**src/rtl/wind_pkg.sv**
```systemverilog
// Shared types and LED pattern constants for the wind pattern controller.
package wind_pkg;

  typedef enum logic [1:0] {
    CALM          = 2'b00,
    RIGHT_TO_LEFT = 2'b01,
    LEFT_TO_RIGHT = 2'b10
  } mode_e;

  typedef enum logic [2:0] {
    CALM_A = 3'd0,
    CALM_B = 3'd1,
    P0     = 3'd2,
    P1     = 3'd3,
    P2     = 3'd4
  } state_e;

  localparam logic [2:0] PAT_BOTH  = 3'b101;
  localparam logic [2:0] PAT_MID   = 3'b010;
  localparam logic [2:0] PAT_LEFT  = 3'b100;
  localparam logic [2:0] PAT_RIGHT = 3'b001;

  // The reserved switch code 11 behaves exactly like CALM.
  function automatic mode_e decode_mode(input logic [1:0] sw);
    mode_e m;
    unique case (sw)
      2'b01:   m = RIGHT_TO_LEFT;
      2'b10:   m = LEFT_TO_RIGHT;
      default: m = CALM;
    endcase
    return m;
  endfunction

endpackage

```
**src/rtl/tick_gen.sv**
```systemverilog
// Prescaler: one-cycle tick every TICK_DIV clock cycles.
module tick_gen #(
  parameter int unsigned TICK_DIV = 4
) (
  input  logic clk,
  input  logic reset,
  output logic tick
);

  localparam int unsigned CW = (TICK_DIV > 1) ? $clog2(TICK_DIV) : 1;
  localparam logic [CW-1:0] LAST = CW'(TICK_DIV - 1);

  logic [CW-1:0] r_count;
  logic          w_last;

  assign w_last = (r_count == LAST);
  // Gated by reset so tick reads 0 while reset is held, even when TICK_DIV == 1.
  assign tick   = w_last & ~reset;

  // Count 0..TICK_DIV-1 and wrap; with TICK_DIV == 1 the count stays at 0.
  always_ff @(posedge clk or posedge reset) begin
    if (reset) begin
      r_count <= '0;
    end else if (w_last) begin
      r_count <= '0;
    end else begin
      r_count <= r_count + 1'b1;
    end
  end

endmodule

```
**src/rtl/wind_pattern_ctrl.sv**
```systemverilog
// Wind pattern controller: synchronised mode switches drive a Moore LED FSM
// that advances one step per prescaler tick.
module wind_pattern_ctrl
  import wind_pkg::*;
#(
  parameter int unsigned TICK_DIV = 4
) (
  input  logic       clk,
  input  logic       reset,
  input  logic [1:0] SW,
  output logic [2:0] LEDR,
  output logic       tick
);

  logic [1:0] r_sw_meta;
  logic [1:0] r_sw_s;
  mode_e      w_mode;
  state_e     r_state;
  state_e     w_state_next;
  logic       w_tick;

  tick_gen #(
    .TICK_DIV (TICK_DIV)
  ) u_tick_gen (
    .clk   (clk),
    .reset (reset),
    .tick  (w_tick)
  );

  assign tick   = w_tick;
  assign w_mode = decode_mode(r_sw_s);

  // Two-flop synchroniser for the raw switches.
  always_ff @(posedge clk or posedge reset) begin
    if (reset) begin
      r_sw_meta <= 2'b00;
      r_sw_s    <= 2'b00;
    end else begin
      r_sw_meta <= SW;
      r_sw_s    <= r_sw_meta;
    end
  end

  // State register.
  always_ff @(posedge clk or posedge reset) begin
    if (reset) begin
      r_state <= CALM_A;
    end else begin
      r_state <= w_state_next;
    end
  end

  // Next state: step only on tick; unreachable encodings fall back to CALM_A at once.
  always_comb begin
    w_state_next = r_state;
    case (r_state)
      CALM_A, CALM_B, P0, P1, P2: begin
        if (w_tick) begin
          unique case (w_mode)
            LEFT_TO_RIGHT: begin
              case (r_state)
                P0:      w_state_next = P1;
                P1:      w_state_next = P2;
                default: w_state_next = P0;
              endcase
            end
            RIGHT_TO_LEFT: begin
              case (r_state)
                P2:      w_state_next = P1;
                P1:      w_state_next = P0;
                default: w_state_next = P2;
              endcase
            end
            default: begin
              w_state_next = (r_state == CALM_A) ? CALM_B : CALM_A;
            end
          endcase
        end
      end
      default: w_state_next = CALM_A;
    endcase
  end

  // Moore output decode from the registered state only.
  always_comb begin
    LEDR = PAT_BOTH;
    case (r_state)
      CALM_A:  LEDR = PAT_BOTH;
      CALM_B:  LEDR = PAT_MID;
      P0:      LEDR = PAT_LEFT;
      P1:      LEDR = PAT_MID;
      P2:      LEDR = PAT_RIGHT;
      default: LEDR = PAT_BOTH;
    endcase
  end

endmodule

```
**config.mk**
```make
export PLATFORM = sky130hd
export DESIGN_NAME = wind_pattern_ctrl
export DESIGN_NICKNAME = d
export VERILOG_FILES = /design/src/rtl/wind_pkg.sv /design/src/rtl/tick_gen.sv /design/src/rtl/wind_pattern_ctrl.sv
export SDC_FILE = /design/constraint.sdc
export NUM_CORES = 1
export LEC_CHECK = 0
export ABC_AREA = 1
export CAP_MARGIN = 20
export CORE_AREA = 4 4 41 43
export DETAILED_ROUTE_END_ITERATION = 8
export DIE_AREA = 0 0 45 47
export GPL_ROUTABILITY_DRIVEN = 1
export MAX_ROUTING_LAYER = met4
export PLACE_DENSITY_LB_ADDON = 0.2
export SLEW_MARGIN = 20
export SYNTH_ARGS = -nofsm -noshare
export SYNTH_HDL_FRONTEND = slang
export SYNTH_SLANG_ARGS = --single-unit
```
**constraint.sdc**
```tcl
create_clock -name clk -period 2.48 [get_ports clk]
set_input_delay 0.496 -clock clk [delete_from_list [all_inputs] [get_ports clk]]
set_output_delay 0.496 -clock clk [all_outputs]
set_load 0.1 [all_outputs]
```
==> results_dict.tcl, run 1 <==
set metrics [dict create \
    outcome "finished, final reports clean" \
    h-tree-depth 1 \
    cpPeakStageDelay_ns 0.45 \
    dr.pass1.iters 4 \
    pre_cts_slack_ns 0.5822 \
    diodes 0 \
    synth.most_common_cell "nand2_1" \
    die_area_um2 2115 \
    holdCritPathClass "register to register" \
    grt_pass1_vias 339 \
    drv_slew 0 \
    cp-end-kind "output port" \
    arrival_ns 1.40 \
    cts_hold_buf 0 \
    p_total_mw 0.4399 \
    routabilityCongestion 0.7719 \
    rr_endpoint "r_state[0]" \
    coreArea_um2 1301 \
    critPathLaunchType "input pin" \
    synth-edff-count 0 \
    cp_slowest_cell "clkdlybuf4s50_1" \
    nFillCells 148 \
    ir_worst_vdd_v 0.0003081 \
    cts_tree "done" \
    drt_iter0_markers 6 \
    wl_per_cell_um 8.625 \
    initial_utilization_pct 33.56 \
    synth_top_area_share_pct 51.58 \
    power.density_nw_per_um2 779.5 \
    maxCapViolations 0 \
    synth_cell_types 11 \
    syn2layout_area_growth_pct 29.23 \
    grt_max_degree 10 \
    p_leak_nw 0.3206 \
    cp.required_ns 1.98 \
    yosys-top-cells-count "16 x nand2_1, 9 x dfrtp_1, 8 x inv_1" \
    synth.largest_area_cell "dfrtp_1" \
    hold_violations 0 \
    cts_sinks 9 \
    drc 0 \
    ys_top_cells_by_area "dfrtp_1 52%, nand2_1 14%, ha_1 8.6%" \
    cts_root_buf "clkbuf_4" \
    critPathKind "input pin to output port" \
    holdWs_ns 0.3465 \
    synthCells 53 \
    worstPathCellList "clkdlybuf4s50_1 -> inv_1 -> nand2_1 -> inv_1 -> buf_12" \
    fmax_ghz 0.5273 \
    clk_latency_ns 0.25 \
    multiInputGateArea_um2 180.2 \
    relSlewSlack_pct 81.63 \
    async_flop_share_pct 100.0 \
    layout_setup_ws_ns 0.5837 \
    grt_overflow 0 \
    crit_path_frequent_cell "inv_1" \
    synth_fp_nets 60 \
    clkTransAtPathRegs_ns 0.06 \
    timing.rr.start "u_tick_gen.r_count[0]" \
    ys_warn_count 0 \
    track_usage_pct 9.143 \
    ctsResizeCount 0 \
    crit_path_start "reset" \
    io_buffers 7 \
    min_period_over_period_pct 76.46 \
    yosysSeqAreaShare_pct 51.58 \
    rsz0062_at_grt "no" \
    drive_above_1_share_pct 18.46 \
    num-nets-final 73 \
    fp.dieW_um 45 \
    syn_avg_cell_area_um2 8.239 \
    fin_util_pct 43.37 \
    dp_hpwl_um 565.1 \
    synth-seq-cells 9 \
    ios 8 \
    num_rows 13 \
    vias 360 \
    grt_pass1_wl_mm 1.283 \
    fp.dieH_um 47 \
    setup_viol 0 \
    critical_path.endpoint "tick" \
    finalSetupTns_ns 0 \
    cts_setup_buffers 0 \
    path_max_fanout 5 \
    r2r_cells 7 \
    rrSetupSlack_ns 1.30 \
    cts_buffers 3 \
    syn-cell-area_um2 436.7 \
    viasPerCell 4.500 \
    routed_wl_um 690 \
    finClkSkew_ns 0.002000 \
    ys.flop_type "dfrtp_1" \
    ant_nets 0 \
    clockBufferDepth 2 \
    worst_slew_pin_slew_ns 0.2779 \
    finalCriticalPeriod_ns 1.896 \
    antenna_found_initial 0 \
    seqCellArea_um2 225.2 \
]
flip-flops by register name, indices dropped and copies added (netlist names):
| signal | count |
|---|---|
| r_sw_s | 2 |
| u_tick_gen.r_count | 2 |
| r_sw_meta | 2 |
| r_state | 3 |
layout by cell type, fill, tap and decap left out:
| cell type | synthesis | final |
|---|---|---|
| ha_1 | 3 | 3 |
| nand3_1 | 6 | 6 |
| nor2_1 | 4 | 3 |
| clkbuf_4 | 0 | 3 |
| clkbuf_1 | 0 | 1 |
| o21ai_1 | 0 | 1 |
| clkdlybuf4s50_1 | 0 | 3 |
| nand2_2 | 1 | 1 |
| dfrtp_1 | 9 | 9 |
| buf_4 | 0 | 4 |
| nand4_1 | 2 | 2 |
| inv_2 | 1 | 1 |
| buf_12 | 0 | 1 |
| inv_1 | 8 | 8 |
| nor2_2 | 1 | 2 |
| nand2_1 | 16 | 16 |
| o21ai_0 | 2 | 1 |
worst max-delay path, delay by kind of cell:
family	cells	cell delay, ns
AND/OR/NAND/NOR	1	0.13
buffers and inverters	4	0.76
routing by layer:
metal  part of all wire (%)  track usage [%]  vias to the layer above
met1                     43            10.05                      161
li1                       -                -                      189
met3                    5.7            2.299                        2
met2                     50            13.28                        8
met4                   0.72            8.772                        0
met5                      0                -                        -
worst min path at each step:
stage,from,to,depth (start not counted)
after floorplan,reset,r_state[0],1
after global placement,r_sw_meta[0],r_sw_s[0],0
after detailed placement,r_sw_meta[1],r_sw_s[1],0
after CTS,r_sw_meta[1],r_sw_s[1],0
after global routing,r_sw_meta[0],r_sw_s[0],0
final,r_sw_meta[1],r_sw_s[1],0
per-stage QoR:
stage	cells	area, µm²
finish	80	564.3
global route	80	564.3
CTS	80	564.3
detailed placement	76	538.0
global placement	76	538.0
floorplan	53	439.2
cell families after synthesis:
group	share of synthesized area, %
AO/OA/AOI/OAI	2.292
buffers and inverters	7.736
adder cells (fa/ha/maj)	8.597
flip-flops	51.58
AND/OR/NAND/NOR	29.80
cell type report:
type                            count  share of cell area, %
Clock buffer                        4                  4.656
Inverter                            9                  5.987
Multi-Input combinational cell     35                  31.93
Sequential cell                     9                  39.91
Tap cell                           15                  3.326
Timing Repair Buffer                8                  14.19
where the power goes:
group | internal (mW) | switching [mW]
clock | 0.0616 | 0.0452
combinational | 0.0354 | 0.130
sequential | 0.156 | 0.0117
No activity file was read; power rests on OpenSTA's default activity.
==> run 2, diff against run 1 <==
==> constraint.sdc (replaced) <==
create_clock -name clk -period 1.7 [get_ports clk]
set_input_delay 0.34 -clock clk [delete_from_list [all_inputs] [get_ports clk]]
set_output_delay 0.34 -clock clk [all_outputs]
set_load 0.1 [all_outputs]
==> run 2 against run 1 <==
  * Critical path depth unchanged
  * Global-route usage down 0.40 points
  * Die area unchanged
  * Flip-flop and latch count unchanged
  * Final cell count up 1.3%
  * Via count up 0.83%
  * Sequential power up 49%
  * Combinational power up 85%
  * Core utilization up 4.5 points
  * Count of clock-buffer cells in the layout unchanged
  * Non-clock buffer count up 1
  * Hold slack about the same
==> results_dict.tcl, run 2 (synthesis gave the netlist of run 1 again) <==
set metrics [dict create \
    power.internal_mw 0.4233 \
    cts_tree "done" \
    ios 8 \
    ant_nets 0 \
    fp.dieW_um 45 \
    cp_slowest_cell "dfrtp_2" \
    cts_buffers 3 \
    min_period_over_period_pct 94.17 \
    finClkSkew_ns 0.003351 \
    met1_length_um 337 \
    relSlewSlack_pct 85.26 \
    fin_area_um2 623.1 \
    cts_root_buf "clkbuf_4" \
    routed_wl_um 731 \
    antenna_found_initial 0 \
    drive_above_1_share_pct 25.76 \
    die_area_um2 2115 \
    fp.dieH_um 47 \
    fin_util_pct 47.88 \
    worstPathCellList "nor2_4 -> nand2_2 -> inv_1 -> nor2_2 -> buf_12" \
    num_rows 13 \
    cts_sinks 9 \
    power.density_nw_per_um2 1143 \
    grt_pass1_vias 316 \
    grt_max_degree 10 \
    path_max_fanout 7 \
    dr.pass1.iters 1 \
    placed_cell_area_um2 589.3 \
    wl_per_cell_um 9.025 \
    holdCritPathClass "register to register" \
    syn2layout_area_growth_pct 42.69 \
    finalSetupTns_ns 0 \
    cts_setup_buffers 0 \
    largest_reg_flops 3 \
    nFillCells 137 \
    switching_share_pct 40.56 \
    routabilityCongestion 0.7300 \
    grt_overflow 0 \
    drv_slew 0 \
    track_usage_pct 8.746 \
    h-tree-depth 1 \
    wl_met2_um 353 \
    initial_utilization_pct 33.56 \
    hold_violations 0 \
    multiInputGateArea_um2 187.7 \
    clockBufferDepth 2 \
    holdWs_ns 0.3464 \
    pwr-share-comb_pct 42.9 \
    worst_slew_pin_slew_ns 0.2196 \
    dp_hpwl_um 602.2 \
    setup_viol 0 \
    finalCriticalPeriod_ns 1.601 \
    num-nets-final 74 \
    viasPerCell 4.481 \
    routed.top_layer "met4" \
    seqCellArea_um2 227.7 \
    critPathKind "register to output port" \
    clkPwrFrac_pct 21.8 \
    vias 363 \
    ir_worst_vdd_v 0.0007813 \
    clk_latency_ns 0.25 \
    p_total_mw 0.7122 \
    cpPeakStageDelay_ns 0.46 \
    drt_iter0_markers 0 \
    pwr-share-seq_pct 35.2 \
    fmax_ghz 0.6246 \
    clkTransAtPathRegs_ns 0.06 \
    io_buffers 7 \
    regMostFlops "r_state" \
    outcome "finished, final reports clean" \
    arrival_ns 1.26 \
    wl_met3_um 24 \
    cp.required_ns 1.36 \
    drc 0 \
    grt_pass1_wl_mm 1.269 \
    p_switching_mw 0.2889 \
    maxCapViolations 0 \
    cp-end-kind "output port" \
    critPathLaunchType "register" \
    p_leak_nw 0.3278 \
    diodes 0 \
    mostFrequentLayoutCells "16 x nand2_1, 7 x inv_1, 7 x dfrtp_1" \
    rsz0062_at_grt "no" \
    coreArea_um2 1301 \
    mostFrequentLayoutCell "nand2_1" \
]
run 2: cell count changes in the layout (fill, tap and decap cells not counted), moves of 2 or more:
| cell | delta |
|---|---|
| dfrtp_1 | -2 |
| buf_12 | +3 |
| buf_4 | -2 |
| dfrtp_2 | +2 |
run 2: layout make-up:
cell class / count / share of cell area [%]
Multi-Input combinational cell: 35 / 30.12
Inverter: 9 / 6.024
Timing Repair Buffer: 9 / 20.08
Tap cell: 15 / 3.012
Sequential cell: 9 / 36.55
Clock buffer: 4 / 4.217
run 2: stage by stage:
step | cells | worst slack (ns)
after detailed placement | 77 | 0.09129
after CTS | 81 | 0.04836
after global routing | 81 | 0.004584
after global placement | 77 | 0.09466
final | 81 | 0.09906
after floorplan | 53 | -0.4390
run 2: per-layer routing:
metal	GRT usage, %	vias to the layer above
met5	-	-
met4	7.018	0
met3	1.149	2
met2	12.43	6
met1	11.03	163
li1	-	192
run 2: worst max-delay path: cells and delay by family (launching register included):
family                 cells  cell delay [ns]
buffers and inverters      2             0.27
flip-flops                 1             0.46
AND/OR/NAND/NOR            3             0.28
run 2: power groups by stage:
stage / combinational [mW] / sequential [mW] / clock (mW)
2_1_floorplan: 0.198 / 0.245 / 0
6_report: 0.306 / 0.251 / 0.156
4_1_cts: 0.307 / 0.246 / 0.165
5_1_grt: 0.321 / 0.253 / 0.176
3_5_place_dp: 0.306 / 0.250 / 0
3_3_place_gp: 0.306 / 0.249 / 0
run 2: repair_timing:
action	in CTS	in global routing
gates resized for setup	0	3
endpoints found under the setup margin	0	1
hold buffers	0	0
run 2: final timing paths:
kind,endpoint,cells past startpoint,slack (ns),startpoint
min in group asynchronous,r_state[1],3,0.38,reset
worst max-delay path,LEDR[2],5,0.1,r_state[1]
max in group asynchronous,r_state[0],3,1.17,reset
worst min register to register,r_sw_s[0],0,0.35,r_sw_meta[0]
worst max register to register,r_state[2],8,0.48,u_tick_gen.r_count[0]
worst min-delay path,r_sw_s[0],0,0.35,r_sw_meta[0]
==> run 3, diff against run 2 <==
--- a/config.mk
+++ b/config.mk
@@ -8,6 +8,8 @@
 export ABC_AREA = 1
 export CAP_MARGIN = 20
 export CORE_AREA = 4 4 41 43
+export CTS_BUF_LIST = sky130_fd_sc_hd__clkbuf_16
+export CTS_CLUSTER_DIAMETER = 150
 export DETAILED_ROUTE_END_ITERATION = 8
 export DIE_AREA = 0 0 45 47
 export GPL_ROUTABILITY_DRIVEN = 1
==> constraint.sdc (replaced) <==
create_clock -name clk -period 1.5 [get_ports clk]
set_input_delay 0.3 -clock clk [delete_from_list [all_inputs] [get_ports clk]]
set_output_delay 0.3 -clock clk [all_outputs]
set_load 0.1 [all_outputs]
==> run 3 against run 2 <==
  * Final cell count increased by 4.9%
  * Register-to-register slack got worse by 0.19 ns
  * Non-clock buffer count increased by 4
  * Largest cell class is now multi-input combinational cells
  * Routed wire length increased by 20%
  * Count of clock-buffer cells in the layout decreased by 1
==> results_dict.tcl, run 3 (synthesis gave the netlist of run 1 again) <==
set metrics [dict create \
    met1_length_um 378 \
    drc 0 \
    io_buffers 7 \
    syn2layout_area_growth_pct 73.07 \
    finalSetupTns_ns 0 \
    cp-end-kind "output port" \
    worst_slew_pin_slew_ns 0.1645 \
    r2r_cells 8 \
    critPathLaunchType "register" \
    grt_pass1_vias 360 \
    layoutNonFillerInstCount 85 \
    wl_per_cell_um 10.35 \
    holdCritPathClass "register to register" \
    cp.required_ns 1.20 \
    fp.dieH_um 47 \
    diodes 0 \
    cts_buffers 3 \
    vias 397 \
    critPathKind "register to output port" \
    drt_iter0_markers 6 \
    pwr-share-comb_pct 35.4 \
    outcome "finished, final reports clean" \
    layout_setup_ws_ns 0.03791 \
    maxCapViolations 0 \
    switching_share_pct 33.29 \
    h-tree-depth 1 \
    ir_worst_vdd_v 0.0007467 \
    die_area_um2 2115 \
    rr_endpoint "r_state[0]" \
    timing.rr.start "u_tick_gen.r_count[0]" \
    hold_violations 0 \
    mostFrequentLayoutCell "nand2_1" \
    grt_overflow 0 \
    p_switching_mw 0.3791 \
    routed_wl_um 880 \
    rsz0062_at_grt "no" \
    path_max_fanout 5 \
    clkTransAtPathRegs_ns 0.04 \
    clockBufferDepth 2 \
    fp.dieW_um 45 \
    largest_reg_flops 3 \
    cts_root_buf "clkbuf_16" \
    viasPerCell 4.671 \
    track_usage_pct 10.23 \
    crit_path_start "r_state[0]" \
    arrival_ns 1.16 \
    p_total_mw 1.139 \
    coreArea_um2 1301 \
    dr.pass1.iters 4 \
    rrSetupSlack_ns 0.29 \
    power.internal_mw 0.7597 \
    grt_pass1_wl_mm 1.449 \
    p_leak_nw 0.3882 \
    clkPwrFrac_pct 39.8 \
    drv_slew 0 \
    cp_slowest_cell "dfrtp_2" \
    relSlewSlack_pct 89.01 \
    cpPeakStageDelay_ns 0.44 \
    setup_viol 0 \
    power.density_nw_per_um2 1507 \
    cts_tree "done" \
    grt_max_degree 10 \
    ant_nets 0 \
    critical_path.endpoint "LEDR[0]" \
    mostFrequentLayoutCells "15 x nand2_1, 7 x dfrtp_1, 6 x inv_1" \
    fmax_ghz 0.6840 \
    antenna_found_initial 0 \
    finalCriticalPeriod_ns 1.462 \
    cts_hold_buf 0 \
    num-nets-final 78 \
    regMostFlops "r_state" \
    ios 8 \
    num_rows 13 \
    clk_latency_ns 0.23 \
    fin_util_pct 58.08 \
    worstPathCellList "buf_4 -> o21ai_4 -> buf_12" \
    routed.top_layer "met4" \
    initial_utilization_pct 33.56 \
    cts_sinks 9 \
    min_period_over_period_pct 97.47 \
    drive_above_1_share_pct 38.57 \
    wl_met3_um 35 \
    routabilityCongestion 0.8035 \
    wl_met2_um 448 \
    pwr-share-seq_pct 24.8 \
    finClkSkew_ns 0.0004915 \
    dp_cells 80 \
    pre_cts_slack_ns 0.03775 \
    dp_hpwl_um 609.7 \
]
run 3: worst min path at each step:
| stage | from | to | slack (ns) | cells after the start |
|---|---|---|---|---|
| after global routing | r_sw_meta[1] | r_sw_s[1] | 0.35 | 0 |
| after global placement | r_sw_meta[1] | r_sw_s[1] | 0.33 | 0 |
| final | r_sw_meta[0] | r_sw_s[0] | 0.34 | 0 |
| after CTS | r_sw_meta[0] | r_sw_s[0] | 0.34 | 0 |
| after floorplan | reset | r_state[0] | 0.16 | 1 |
| after detailed placement | r_sw_meta[0] | r_sw_s[0] | 0.33 | 0 |
run 3: through the flow:
stage	hold WS [ns]	area [µm²]
after global routing	0.3549	755.7
after floorplan	0.1576	474.2
after global placement	0.3332	640.6
after CTS	0.3428	720.7
after detailed placement	0.3347	640.6
final	0.3419	755.7
run 3: what timing repair did:
action                     CTS  global route
gates resized for setup      2             5
setup endpoints to repair    1             2
buffers inserted             0             1
run 3: critical path, delay by kind of cell, from the launching register on:
family | cells | cell delay, ns
DFF | 1 | 0.44
AOI/OAI and AO/OA | 1 | 0.14
buffers and inverters | 2 | 0.35
run 3: final cells by class:
cell class,instances,area (µm²)
fill,110,545.5
multi-input combinational,35,234.0
sequential,9,227.7
timing repair buffer,13,158.9
clock buffer,3,75.07
inverter,9,37.54
tap,15,18.77
clock inverter,1,3.754
run 3: power groups by stage:
stage	logic [mW]	clock network, mW	registers [mW]
after floorplan	0.240	0	0.281
after global placement	0.380	0	0.284
after detailed placement	0.380	0	0.283
after CTS	0.381	0.462	0.281
after global routing	0.424	0.481	0.284
final	0.403	0.453	0.282
run 3: per-layer routing:
layer | track usage [%] | vias to the layer above
li1 | - | 199
met1 | 12.68 | 189
met3 | 3.448 | 2
met5 | - | -
met4 | 7.018 | 0
met2 | 13.84 | 7
